**src/rtl/port_read_scheduler.sv**
```systemverilog
// port_read_scheduler: round-robin reader for four switch output ports that
// merges one whole packet at a time into a framed, backpressured byte stream.
module port_read_scheduler #(
  parameter int CNT_W = 16
) (
  input  logic             slow_clk,
  input  logic             reset_b,
  input  logic             ready_0,
  input  logic             ready_1,
  input  logic             ready_2,
  input  logic             ready_3,
  output logic             read_0,
  output logic             read_1,
  output logic             read_2,
  output logic             read_3,
  input  logic [7:0]       port0,
  input  logic [7:0]       port1,
  input  logic [7:0]       port2,
  input  logic [7:0]       port3,
  output logic             out_valid,
  output logic [7:0]       out_data,
  output logic             out_sop,
  output logic             out_eop,
  output logic [1:0]       out_port,
  input  logic             out_stall,
  output logic             parity_err,
  output logic [CNT_W-1:0] pkt_cnt
);
  typedef enum logic [1:0] {IDLE, XFER, DONE} state_e;

  state_e           state_q, state_d;
  logic [1:0]       rr_q, rr_d, grant_q, pick;
  logic [3:0]       ready_vec;
  logic             any_ready;
  logic [8:0]       issued_q, rcv_q, tot_w;
  logic [7:0]       len_q, par_q, in_byte;
  logic             len_known_q, inflight_q;
  logic [7:0]       fdata_q [2];
  logic [1:0]       fsop_q, feop_q;
  logic             wr_ptr_q, rd_ptr_q;
  logic [1:0]       count_q;
  logic [CNT_W-1:0] cnt_q, cnt_d;
  logic             rd_en, pop, push, push_sop, push_eop, head_eop;
  logic [2:0]       pending;

  assign ready_vec = {ready_3, ready_2, ready_1, ready_0};

  always_comb begin
    pick      = rr_q;
    any_ready = 1'b0;
    for (int unsigned i = 0; i < 4; i++) begin
      if (!any_ready && ready_vec[rr_q + 2'(i)]) begin
        pick      = rr_q + 2'(i);
        any_ready = 1'b1;
      end
    end
  end

  always_comb begin
    case (grant_q)
      2'd0:    in_byte = port0;
      2'd1:    in_byte = port1;
      2'd2:    in_byte = port2;
      default: in_byte = port3;
    endcase
  end

  // Length byte arriving this cycle already widens the read window.
  always_comb begin
    if (len_known_q)                        tot_w = {1'b0, len_q} + 9'd3;
    else if (inflight_q && rcv_q == 9'd1)   tot_w = {1'b0, in_byte} + 9'd3;
    else                                    tot_w = 9'd3;
  end

  assign push      = inflight_q;
  assign push_sop  = (rcv_q == 9'd0);
  assign push_eop  = (rcv_q == tot_w - 9'd1);
  assign out_valid = (count_q != 2'd0);
  assign pop       = out_valid && !out_stall;
  assign head_eop  = feop_q[rd_ptr_q];
  assign out_data  = fdata_q[rd_ptr_q];
  assign out_sop   = out_valid && fsop_q[rd_ptr_q];
  assign out_eop   = out_valid && head_eop;
  assign out_port  = grant_q;
  assign pkt_cnt   = cnt_q;
  assign parity_err = pop && head_eop && (par_q != fdata_q[rd_ptr_q]);

  // Occupancy is taken after this cycle's pop so an unstalled stream reads back-to-back.
  assign pending = {1'b0, count_q} - {2'b0, pop} + {2'b0, inflight_q};

  always_ff @(posedge slow_clk or negedge reset_b) begin
    if (!reset_b) begin
      state_q <= IDLE;
      rr_q    <= '0;
      cnt_q   <= '0;
    end else begin
      state_q <= state_d;
      rr_q    <= rr_d;
      cnt_q   <= cnt_d;
    end
  end

  always_comb begin
    state_d = state_q;
    rr_d    = rr_q;
    cnt_d   = cnt_q;
    case (state_q)
      IDLE: if (any_ready) state_d = XFER;
      XFER: if (pop && head_eop) state_d = DONE;
      DONE: begin
        state_d = IDLE;
        rr_d    = grant_q + 2'd1;
        cnt_d   = cnt_q + CNT_W'(1);
      end
      default: state_d = IDLE;
    endcase
  end

  always_comb begin
    rd_en  = (state_q == XFER) && (issued_q < tot_w) && (pending < 3'd2);
    read_0 = rd_en && (grant_q == 2'd0);
    read_1 = rd_en && (grant_q == 2'd1);
    read_2 = rd_en && (grant_q == 2'd2);
    read_3 = rd_en && (grant_q == 2'd3);
  end

  always_ff @(posedge slow_clk or negedge reset_b) begin
    if (!reset_b) begin
      grant_q     <= '0;
      issued_q    <= '0;
      rcv_q       <= '0;
      len_q       <= '0;
      len_known_q <= 1'b0;
      par_q       <= '0;
      inflight_q  <= 1'b0;
      for (int unsigned i = 0; i < 2; i++) fdata_q[i] <= '0;
      fsop_q      <= '0;
      feop_q      <= '0;
      wr_ptr_q    <= 1'b0;
      rd_ptr_q    <= 1'b0;
      count_q     <= '0;
    end else begin
      inflight_q <= rd_en;
      if (state_q == IDLE && any_ready) begin
        grant_q     <= pick;
        issued_q    <= '0;
        rcv_q       <= '0;
        len_known_q <= 1'b0;
        par_q       <= '0;
      end
      if (rd_en) issued_q <= issued_q + 9'd1;
      if (push) begin
        rcv_q <= rcv_q + 9'd1;
        if (rcv_q == 9'd1) begin
          len_q       <= in_byte;
          len_known_q <= 1'b1;
        end
        if (!push_eop) par_q <= par_q ^ in_byte;
        fdata_q[wr_ptr_q] <= in_byte;
        fsop_q[wr_ptr_q]  <= push_sop;
        feop_q[wr_ptr_q]  <= push_eop;
        wr_ptr_q          <= ~wr_ptr_q;
      end
      if (pop) rd_ptr_q <= ~rd_ptr_q;
      count_q <= count_q + {1'b0, push} - {1'b0, pop};
    end
  end
endmodule

```
**config.mk**
```make
export PLATFORM = sky130hd
export DESIGN_NAME = port_read_scheduler
export DESIGN_NICKNAME = d
export VERILOG_FILES = /design/src/rtl/port_read_scheduler.sv
export SDC_FILE = /design/constraint.sdc
export NUM_CORES = 1
export LEC_CHECK = 0
export CORE_UTILIZATION = 35
export DETAILED_ROUTE_END_ITERATION = 6
export GPL_ROUTABILITY_DRIVEN = 0
export GPL_TIMING_DRIVEN = 0
export PLACE_DENSITY = 0.57
export SLEW_MARGIN = 30
export SYNTH_ARGS = -nofsm -noshare
export SYNTH_HDL_FRONTEND = slang
export SYNTH_SLANG_ARGS = --single-unit
export TNS_END_PERCENT = 50
```
**constraint.sdc**
```tcl
create_clock -name slow_clk -period 12.95 [get_ports slow_clk]
set_clock_uncertainty 0.15 [all_clocks]
set_input_delay 2.59 -clock slow_clk [delete_from_list [all_inputs] [get_ports slow_clk]]
set_output_delay 2.59 -clock slow_clk [all_outputs]
set_load 0.02 [all_outputs]
```
==> metrics.log, run 1 <==
INFO  metric boundaryPins = 73
INFO  metric crit_path_end = read_2
INFO  metric achievable_clock_frequency = 104.7 MHz
INFO  metric number_of_global_route_vias_before_repair = 4595
INFO  metric yosys-top-cells-count = 82 x sky130_fd_sc_hd__dfrtp_1, 78 x sky130_fd_sc_hd__nand2_1, 59 x sky130_fd_sc_hd__o21ai_0
INFO  metric outcome = finished with violations
INFO  metric post-cts-setup-buffer-count = 0
INFO  metric yosys.cell_types.count = 73
INFO  metric synth_top_cells_by_area = sky130_fd_sc_hd__dfrtp_1 38%, sky130_fd_sc_hd__o21ai_0 5.5%, sky130_fd_sc_hd__nand2_1 5.5%
INFO  metric synthesis.area = 5343 um^2
INFO  metric cts_resized = 0
INFO  metric met2WireLength = 6310 um
INFO  metric max-cap-violations = 0
INFO  metric detail_route.drc_violations = 9
INFO  metric place.detailed.instances = 834
INFO  metric grt_start_max_net_pins = 70
INFO  metric drt_iter0_drc = 320
INFO  metric die_area = 15760 um^2
INFO  metric postRouteAntennaNets = 0
INFO  metric worst-r2r-cell-count = 20
INFO  metric ys_async_sr_fraction = 100.0%
INFO  metric crit_end_element = output port
INFO  metric ff2ff_setup_slack = 8390 ps
INFO  metric worst_slew_margin_rel = 48.16%
INFO  metric top_layer = met4
INFO  metric dp_slack = 3373 ps
INFO  metric antennaDiodeCount = 0
INFO  metric drt-pass1-iter-count = 7
INFO  metric path_max_fanout = 10
INFO  metric insertion_delay = 350 ps
INFO  metric core = 14700 um^2
INFO  metric totalNegativeSetupSlack = 0 ps
INFO  metric post-route-period-util = 73.76%
INFO  metric postSynthAreaPerCell = 9.259 um^2
INFO  metric arrival = 6810 ps
INFO  metric antenna_violations_before_repair = 0
INFO  metric timing.final.crit_period = 9552 ps
INFO  metric detailroute.wirelength.met3 = 676 um
INFO  metric synth_fp_nets = 639
INFO  metric layout-drive-gt1-share = 11.41%
INFO  metric wirelength_met1 = 6553 um
INFO  metric cts-root-buf = sky130_fd_sc_hd__clkbuf_16
INFO  metric drt-vias-per-instance = 5.429
INFO  metric critical_path.max_stage_delay = 750 ps
INFO  metric startpoint = port2[0]
INFO  metric yosys.area.top_type = sky130_fd_sc_hd__dfrtp_1
INFO  metric power.density_cell_area = 247.4 nW/um^2
INFO  metric clock_tree_from_tritoncts = built
INFO  metric slowest_stage = sky130_fd_sc_hd__a2111oi_1
INFO  metric clk_pin_slew_worst_paths = 60 ps
INFO  metric postSynthRegisterBits = 82
INFO  metric ys_seq_area_share = 38.41%
INFO  metric peakVddDrop = 0.0001120 V
INFO  metric worstSetupStartpointType = input pin
INFO  metric layout.nets = 723
INFO  metric violations = design-rule violations
INFO  metric post-route-util = 45.13%
INFO  metric cts_hold_buf = 0
INFO  metric postLayoutSetupSlackWorst = 3398 ps
INFO  metric chipWidth = 125.6 um
INFO  metric netlist_instances = 577
INFO  metric global_router_s_overall_resource_usage = 18.82%
INFO  metric cp_data_required_time = 10210 ps
INFO  metric yosysWarningCount = 0
INFO  metric regToRegStartpoint = out_port[0]
INFO  metric post-synth-top-count-cell = sky130_fd_sc_hd__dfrtp_1
INFO  metric max_slew_violation_count = 0
INFO  metric port-buffer-count = 72
INFO  metric synth_top_area_share = 38.41%
INFO  metric die_y = 125.6 um
INFO  metric cts.sinks = 82
INFO  metric area.growth.synth_to_final = 24.17%
INFO  metric reg2reg_to = issued_q[7]
INFO  metric first_pass_grt_wire_length = 23350 um
INFO  metric final_hold_fails = 0
INFO  metric timing_worst_slew_pin_value = 777.6 ps
INFO  metric cts-buffers-inserted = 9
INFO  metric placement_rows = 44
INFO  metric crit_top_cell = sky130_fd_sc_hd__clkdlybuf4s50_1
INFO  metric cell_by_cell_trace_of_the_critical_path = clkdlybuf4s50_1, a22oi_1, a22o_2, a2111oi_1, nand3_1, o211a_1, ha_1, nor2b_1, o21ai_0, and3_1, o31ai_1, clkinv_1, and2_2, clkdlybuf4s50_1
INFO  metric critical_path_class = in2out
INFO  metric min-delay-path-class = reg2reg
INFO  metric layout.cells.non_filler = 850
INFO  metric wl_per_cell = 16.36 um
INFO  metric synth_flop_cell = sky130_fd_sc_hd__dfrtp_1
INFO  metric clock_tree_buffer_depth = 2
INFO  metric finalSetupViolations = 0
INFO  metric synth-edff-count = 0
INFO  metric drt-total-wl = 13910 um
INFO  metric num_vias = 4615
INFO  metric grt-ovfl-total = 0
INFO  metric rsz0062_at_grt = false
INFO  metric htree_num_levels = 3
INFO  metric initial_utilization = 36.35%
INFO  metric dpl.hpwl = 10380 um
INFO  metric leakage = 0.002916 uW
==> report_power, final <==
group          switching (uW)  total (uW)  leakage, uW  internal (uW)
Clock                     115         271     0.000143            157
Combinational             552         951      0.00172            399
Sequential               80.7         419      0.00105            338
==> sequential cells by signal (all words and copies together) (netlist names), 2 cells and up <==
| register | flops |
|---|---|
| rr_q | 2 |
| par_q | 8 |
| rcv_q | 9 |
| len_q | 8 |
| out_port | 2 |
| fsop_q | 2 |
| issued_q | 9 |
| pkt_cnt | 16 |
| count_q | 2 |
| fdata_q | 16 |
| state_q | 2 |
| feop_q | 2 |
==> layout by cell type, fill, tap and decap left out, types with 5 or more instances in the layout <==
cell type and count:
sky130_fd_sc_hd__o21ai_0 59, sky130_fd_sc_hd__ha_1 22, sky130_fd_sc_hd__clkdlybuf4s50_1 71, sky130_fd_sc_hd__nand2b_1 5, sky130_fd_sc_hd__o31ai_1 6, sky130_fd_sc_hd__dfrtp_1 82
sky130_fd_sc_hd__inv_1 25, sky130_fd_sc_hd__or2b_2 5, sky130_fd_sc_hd__a211oi_1 9, sky130_fd_sc_hd__mux2i_1 8, sky130_fd_sc_hd__clkbuf_1 14, sky130_fd_sc_hd__and3_1 11
sky130_fd_sc_hd__a21oi_1 11, sky130_fd_sc_hd__nor2b_1 7, sky130_fd_sc_hd__xnor2_1 29, sky130_fd_sc_hd__mux2_2 15, sky130_fd_sc_hd__nand4_1 12, sky130_fd_sc_hd__buf_6 6
sky130_fd_sc_hd__a31o_1 8, sky130_fd_sc_hd__clkbuf_16 9, sky130_fd_sc_hd__nor3_1 9, sky130_fd_sc_hd__nand2_1 78, sky130_fd_sc_hd__nor2_1 28, sky130_fd_sc_hd__xor2_1 23
sky130_fd_sc_hd__a222oi_1 6, sky130_fd_sc_hd__nand3_1 17, sky130_fd_sc_hd__and2_1 5
==> worst max-delay path: cells and delay by family <==
| family | cells | cell delay (ps) |
|---|---|---|
| adders and majority gates | 1 | 310 |
| buffers and inverters | 3 | 1430 |
| and+or+nand+nor | 4 | 840 |
| AOI/OAI and AO/OA | 6 | 1650 |
==> worst min path at each step <==
stage | endpoint | slack, ps | from | depth (start not counted)
2_1_floorplan | fdata_q[0] | 290 | fdata_q[0] | 2
3_3_place_gp | pkt_cnt[15] | 310 | pkt_cnt[15] | 1
3_5_place_dp | pkt_cnt[15] | 310 | pkt_cnt[15] | 1
4_1_cts | pkt_cnt[15] | 320 | pkt_cnt[15] | 1
5_1_grt | pkt_cnt[15] | 350 | pkt_cnt[15] | 1
6_report | pkt_cnt[15] | 320 | pkt_cnt[15] | 1
==> routing by layer <==
layer / track usage [%] / vias to the layer above
li1: - / 2235
met1: 24.49 / 2236
met3: 3.081 / 24
met2: 30.42 / 120
met4: 9.039 / 0
met5: 0 / -
==> through the flow <==
stage | area (um^2) | hold WS [ps] | total power (uW)
floorplan | 5343 | 294.4 | 1082
global placement | 6294 | 307.5 | 1349
detailed placement | 6322 | 310.9 | 1375
CTS | 6634 | 323.8 | 1657
global route | 6634 | 345.6 | 1775
finish | 6634 | 317.9 | 1641
==> area by class of cell <==
class / instances / area, um^2
fillers: 1427 / 8065
multi-input cells: 440 / 3019
flip-flops and latches: 82 / 2052
repair buffers: 73 / 749.5
clock buffers: 10 / 239.0
well taps: 184 / 230.2
plain buffers: 28 / 170.2
inverters: 27 / 101.3
clock inverters: 6 / 72.57
==> cell families (layout without fill, tap and decap cells) <==
| kind of cell | count (synthesis) | in the layout | synth area share (%) |
|---|---|---|---|
| mux | 24 | 24 | 4.941 |
| simple gates | 204 | 204 | 19.77 |
| compound gates | 137 | 137 | 17.75 |
| fa+ha+maj | 23 | 23 | 5.527 |
| buf+inv | 55 | 144 | 5.082 |
| xor+xnor | 52 | 52 | 8.524 |
| flops | 82 | 82 | 38.41 |
(Power assumes the default switching activity.)
==> run 2: changes to the inputs <==
--- a/config.mk
+++ b/config.mk
@@ -9,7 +9,7 @@
 export DETAILED_ROUTE_END_ITERATION = 6
 export GPL_ROUTABILITY_DRIVEN = 0
 export GPL_TIMING_DRIVEN = 0
-export PLACE_DENSITY = 0.57
+export PLACE_DENSITY = 0.59
 export SLEW_MARGIN = 30
 export SYNTH_ARGS = -nofsm -noshare
 export SYNTH_HDL_FRONTEND = slang
==> constraint.sdc (replaced) <==
create_clock -name slow_clk -period 8.4 [get_ports slow_clk]
set_clock_uncertainty 0.15 [all_clocks]
set_input_delay 1.68 -clock slow_clk [delete_from_list [all_inputs] [get_ports slow_clk]]
set_output_delay 1.68 -clock slow_clk [all_outputs]
set_load 0.02 [all_outputs]
==> run 2 against run 1 <==
Effect of this change: routed wire length is essentially flat; largest cell class unchanged; core utilization did not move; sequential share of layout area unchanged; the run still ends with design-rule violations left; final cell count rose by 0.12%; via count is 0.30% lower; die area unchanged; largest power group unchanged; global-route usage fell by 0.22 points.
==> metrics.log, run 2 (synthesized netlist as in run 1, its figures left out) <==
INFO  metric clock_tree_from_tritoncts = built
INFO  metric layout.cells.most_common_list = 82 x sky130_fd_sc_hd__dfrtp_1, 78 x sky130_fd_sc_hd__nand2_1, 71 x sky130_fd_sc_hd__clkdlybuf4s50_1
INFO  metric cts-buffers-inserted = 9 (unchanged)
INFO  metric startpoint = port2[5]
INFO  metric worst_slew_margin_rel = 47.59% (-0.57 points)
INFO  metric achievable_clock_frequency = 128.2 MHz
INFO  metric final_hold_fails = 0 (unchanged)
INFO  metric clk_pin_slew_worst_paths = 60 ps (about the same)
INFO  metric outcome = finished with violations
INFO  metric cp_data_required_time = 6570 ps (-3640 ps)
INFO  metric drt-total-wl = 13900 um (about the same)
INFO  metric power.density_cell_area = 381.3 nW/um^2 (+54%)
INFO  metric detail_route.drc_violations = 18 (+9)
INFO  metric post-route-period-util = 92.85%
INFO  metric finalSetupViolations = 0 (unchanged)
INFO  metric met2_usage = 29.80% (-0.62 points)
INFO  metric reg2reg_to = issued_q[8]
INFO  metric die_area = 15760 um^2 (unchanged)
INFO  metric worstSetupStartpointType = input pin
INFO  metric dpl.hpwl = 10520 um (+1.4%)
INFO  metric cts.sinks = 82 (unchanged)
INFO  metric first_pass_grt_wire_length = 23170 um (-0.77%)
INFO  metric max-cap-violations = 0 (unchanged)
INFO  metric port-buffer-count = 72 (unchanged)
INFO  metric arrival = 5970 ps (-840 ps)
INFO  metric layout.nets = 723 (unchanged)
INFO  metric wl_per_cell = 16.34 um (-0.15%)
INFO  metric drt-vias-per-instance = 5.407 (-0.42%)
INFO  metric number_of_global_route_vias_before_repair = 4513 (-1.8%)
INFO  metric max_slew_violation_count = 0 (unchanged)
INFO  metric cts-root-buf = sky130_fd_sc_hd__clkbuf_16
INFO  metric initial_utilization = 36.35% (unchanged)
INFO  metric core = 14700 um^2 (unchanged)
INFO  metric peakVddDrop = 0.0002067 V (+84%)
INFO  metric regToRegStartpoint = out_port[0]
INFO  metric grt-ovfl-total = 0 (unchanged)
INFO  metric boundaryPins = 73 (unchanged)
INFO  metric post-cts-setup-buffer-count = 0 (unchanged)
INFO  metric violations = design-rule violations
INFO  metric num_vias = 4601 (-0.30%)
INFO  metric ff2ff_setup_slack = 3760 ps (-4630 ps)
INFO  metric critical_path_class = in2out
INFO  metric postLayoutSetupSlackWorst = 600.9 ps (-2797 ps)
INFO  metric min-delay-path-class = reg2reg
INFO  metric worst-r2r-cell-count = 20 (unchanged)
INFO  metric placement_rows = 44 (unchanged)
INFO  metric timing.final.crit_period = 7799 ps
INFO  metric worst_hold_slack = 318.3 ps (+0.3120 ps)
INFO  metric rsz0062_at_grt = false
INFO  metric drt_iter0_drc = 334 (+4.4%)
INFO  metric postRouteAntennaNets = 0 (unchanged)
INFO  metric htree_num_levels = 3 (unchanged)
INFO  metric clock_tree_buffer_depth = 2 (unchanged)
INFO  metric totalNegativeSetupSlack = 0 ps (unchanged)
INFO  metric drt-pass1-iter-count = 7 (unchanged)
INFO  metric cts_hold_buf = 0 (unchanged)
INFO  metric layout-drive-gt1-share = 11.41% (unchanged)
INFO  metric leakage = 0.002922 uW (+0.18%)
INFO  metric insertion_delay = 350 ps (about the same)
INFO  metric chipWidth = 125.6 um (unchanged)
INFO  metric die_y = 125.6 um (unchanged)
INFO  metric met1_usage = 24.62% (+0.14 points)
INFO  metric global_router_s_overall_resource_usage = 18.60% (-0.22 points)
INFO  metric grt_start_max_net_pins = 70 (unchanged)
INFO  metric design_power_total = 2530 uW (+54%)
INFO  metric crit_path_end = read_2
INFO  metric commonest_non_fill_non_tap_cell_in_the_layout = sky130_fd_sc_hd__dfrtp_1
INFO  metric area.growth.synth_to_final = 24.17% (unchanged)
INFO  metric busiest_layer = met2
INFO  metric cts_resized = 0 (unchanged)
INFO  metric dp_slack = 615.1 ps (-2758 ps)
INFO  metric crit_end_element = output port
INFO  metric timing_worst_slew_pin_value = 776.4 ps (-1.274 ps)
INFO  metric grt_use_met3 = 4.193% (+1.1 points)
INFO  metric antenna_violations_before_repair = 0 (unchanged)
INFO  metric path_max_fanout = 10 (unchanged)
[run 2: cell type report]
class / count / area [um^2]
inverter: 27 / 101.3
clock buffer: 9 / 225.2
antenna: 1 / 2.502
sequential: 82 / 2052
multi-input combinational: 440 / 3019
tap: 184 / 230.2
timing repair buffer: 73 / 749.5
fill: 1401 / 8065
clock inverter: 7 / 83.83
buffer: 28 / 170.2
[run 2: through the flow]
step                cell area [um^2]  instances  utilization [%]
global placement                6294        833            42.82
CTS                             6631        850            45.11
finish                          6634        851            45.13
detailed placement              6322        834            43.01
floorplan                       5343        577                -
global route                    6631        850            45.11
[run 2: layer usage]
metal / wire (um) / up-vias / part of all wire, %
met2: 6440 / 92 / 46
li1: - / 2235 / -
met3: 672 / 16 / 4.8
met4: 233 / 0 / 1.7
met5: 0 / - / 0
met1: 6558 / 2258 / 47
[run 2: worst max-delay path, cell delays in order]
cell and delay, ps:
sky130_fd_sc_hd__clkdlybuf4s50_1 470, sky130_fd_sc_hd__a222oi_1 160, sky130_fd_sc_hd__o41a_1 420, sky130_fd_sc_hd__a2111oi_1 620, sky130_fd_sc_hd__nand3_1 190, sky130_fd_sc_hd__o211a_1 210, sky130_fd_sc_hd__ha_1 310, sky130_fd_sc_hd__nand3_1 70
sky130_fd_sc_hd__o31ai_1 550, sky130_fd_sc_hd__clkinv_1 430, sky130_fd_sc_hd__and2_2 320, sky130_fd_sc_hd__clkdlybuf4s50_1 530
[run 2: how the worst min path moves through the flow]
stage             endpoint        start  slack (ps)  depth (start not counted)
6_report       pkt_cnt[15]  pkt_cnt[15]         320                          1
3_3_place_gp   pkt_cnt[15]  pkt_cnt[15]         310                          1
2_1_floorplan   fdata_q[0]   fdata_q[0]         290                          2
5_1_grt        pkt_cnt[15]  pkt_cnt[15]         350                          1
4_1_cts        pkt_cnt[15]  pkt_cnt[15]         320                          1
3_5_place_dp   pkt_cnt[15]  pkt_cnt[15]         310                          1
[run 2: where the power goes]
| part | internal (uW) | switching, uW |
|---|---|---|
| Clock | 236 | 177 |
| Sequential | 521 | 126 |
| Combinational | 617 | 853 |
| Total | 1370 | 1160 |
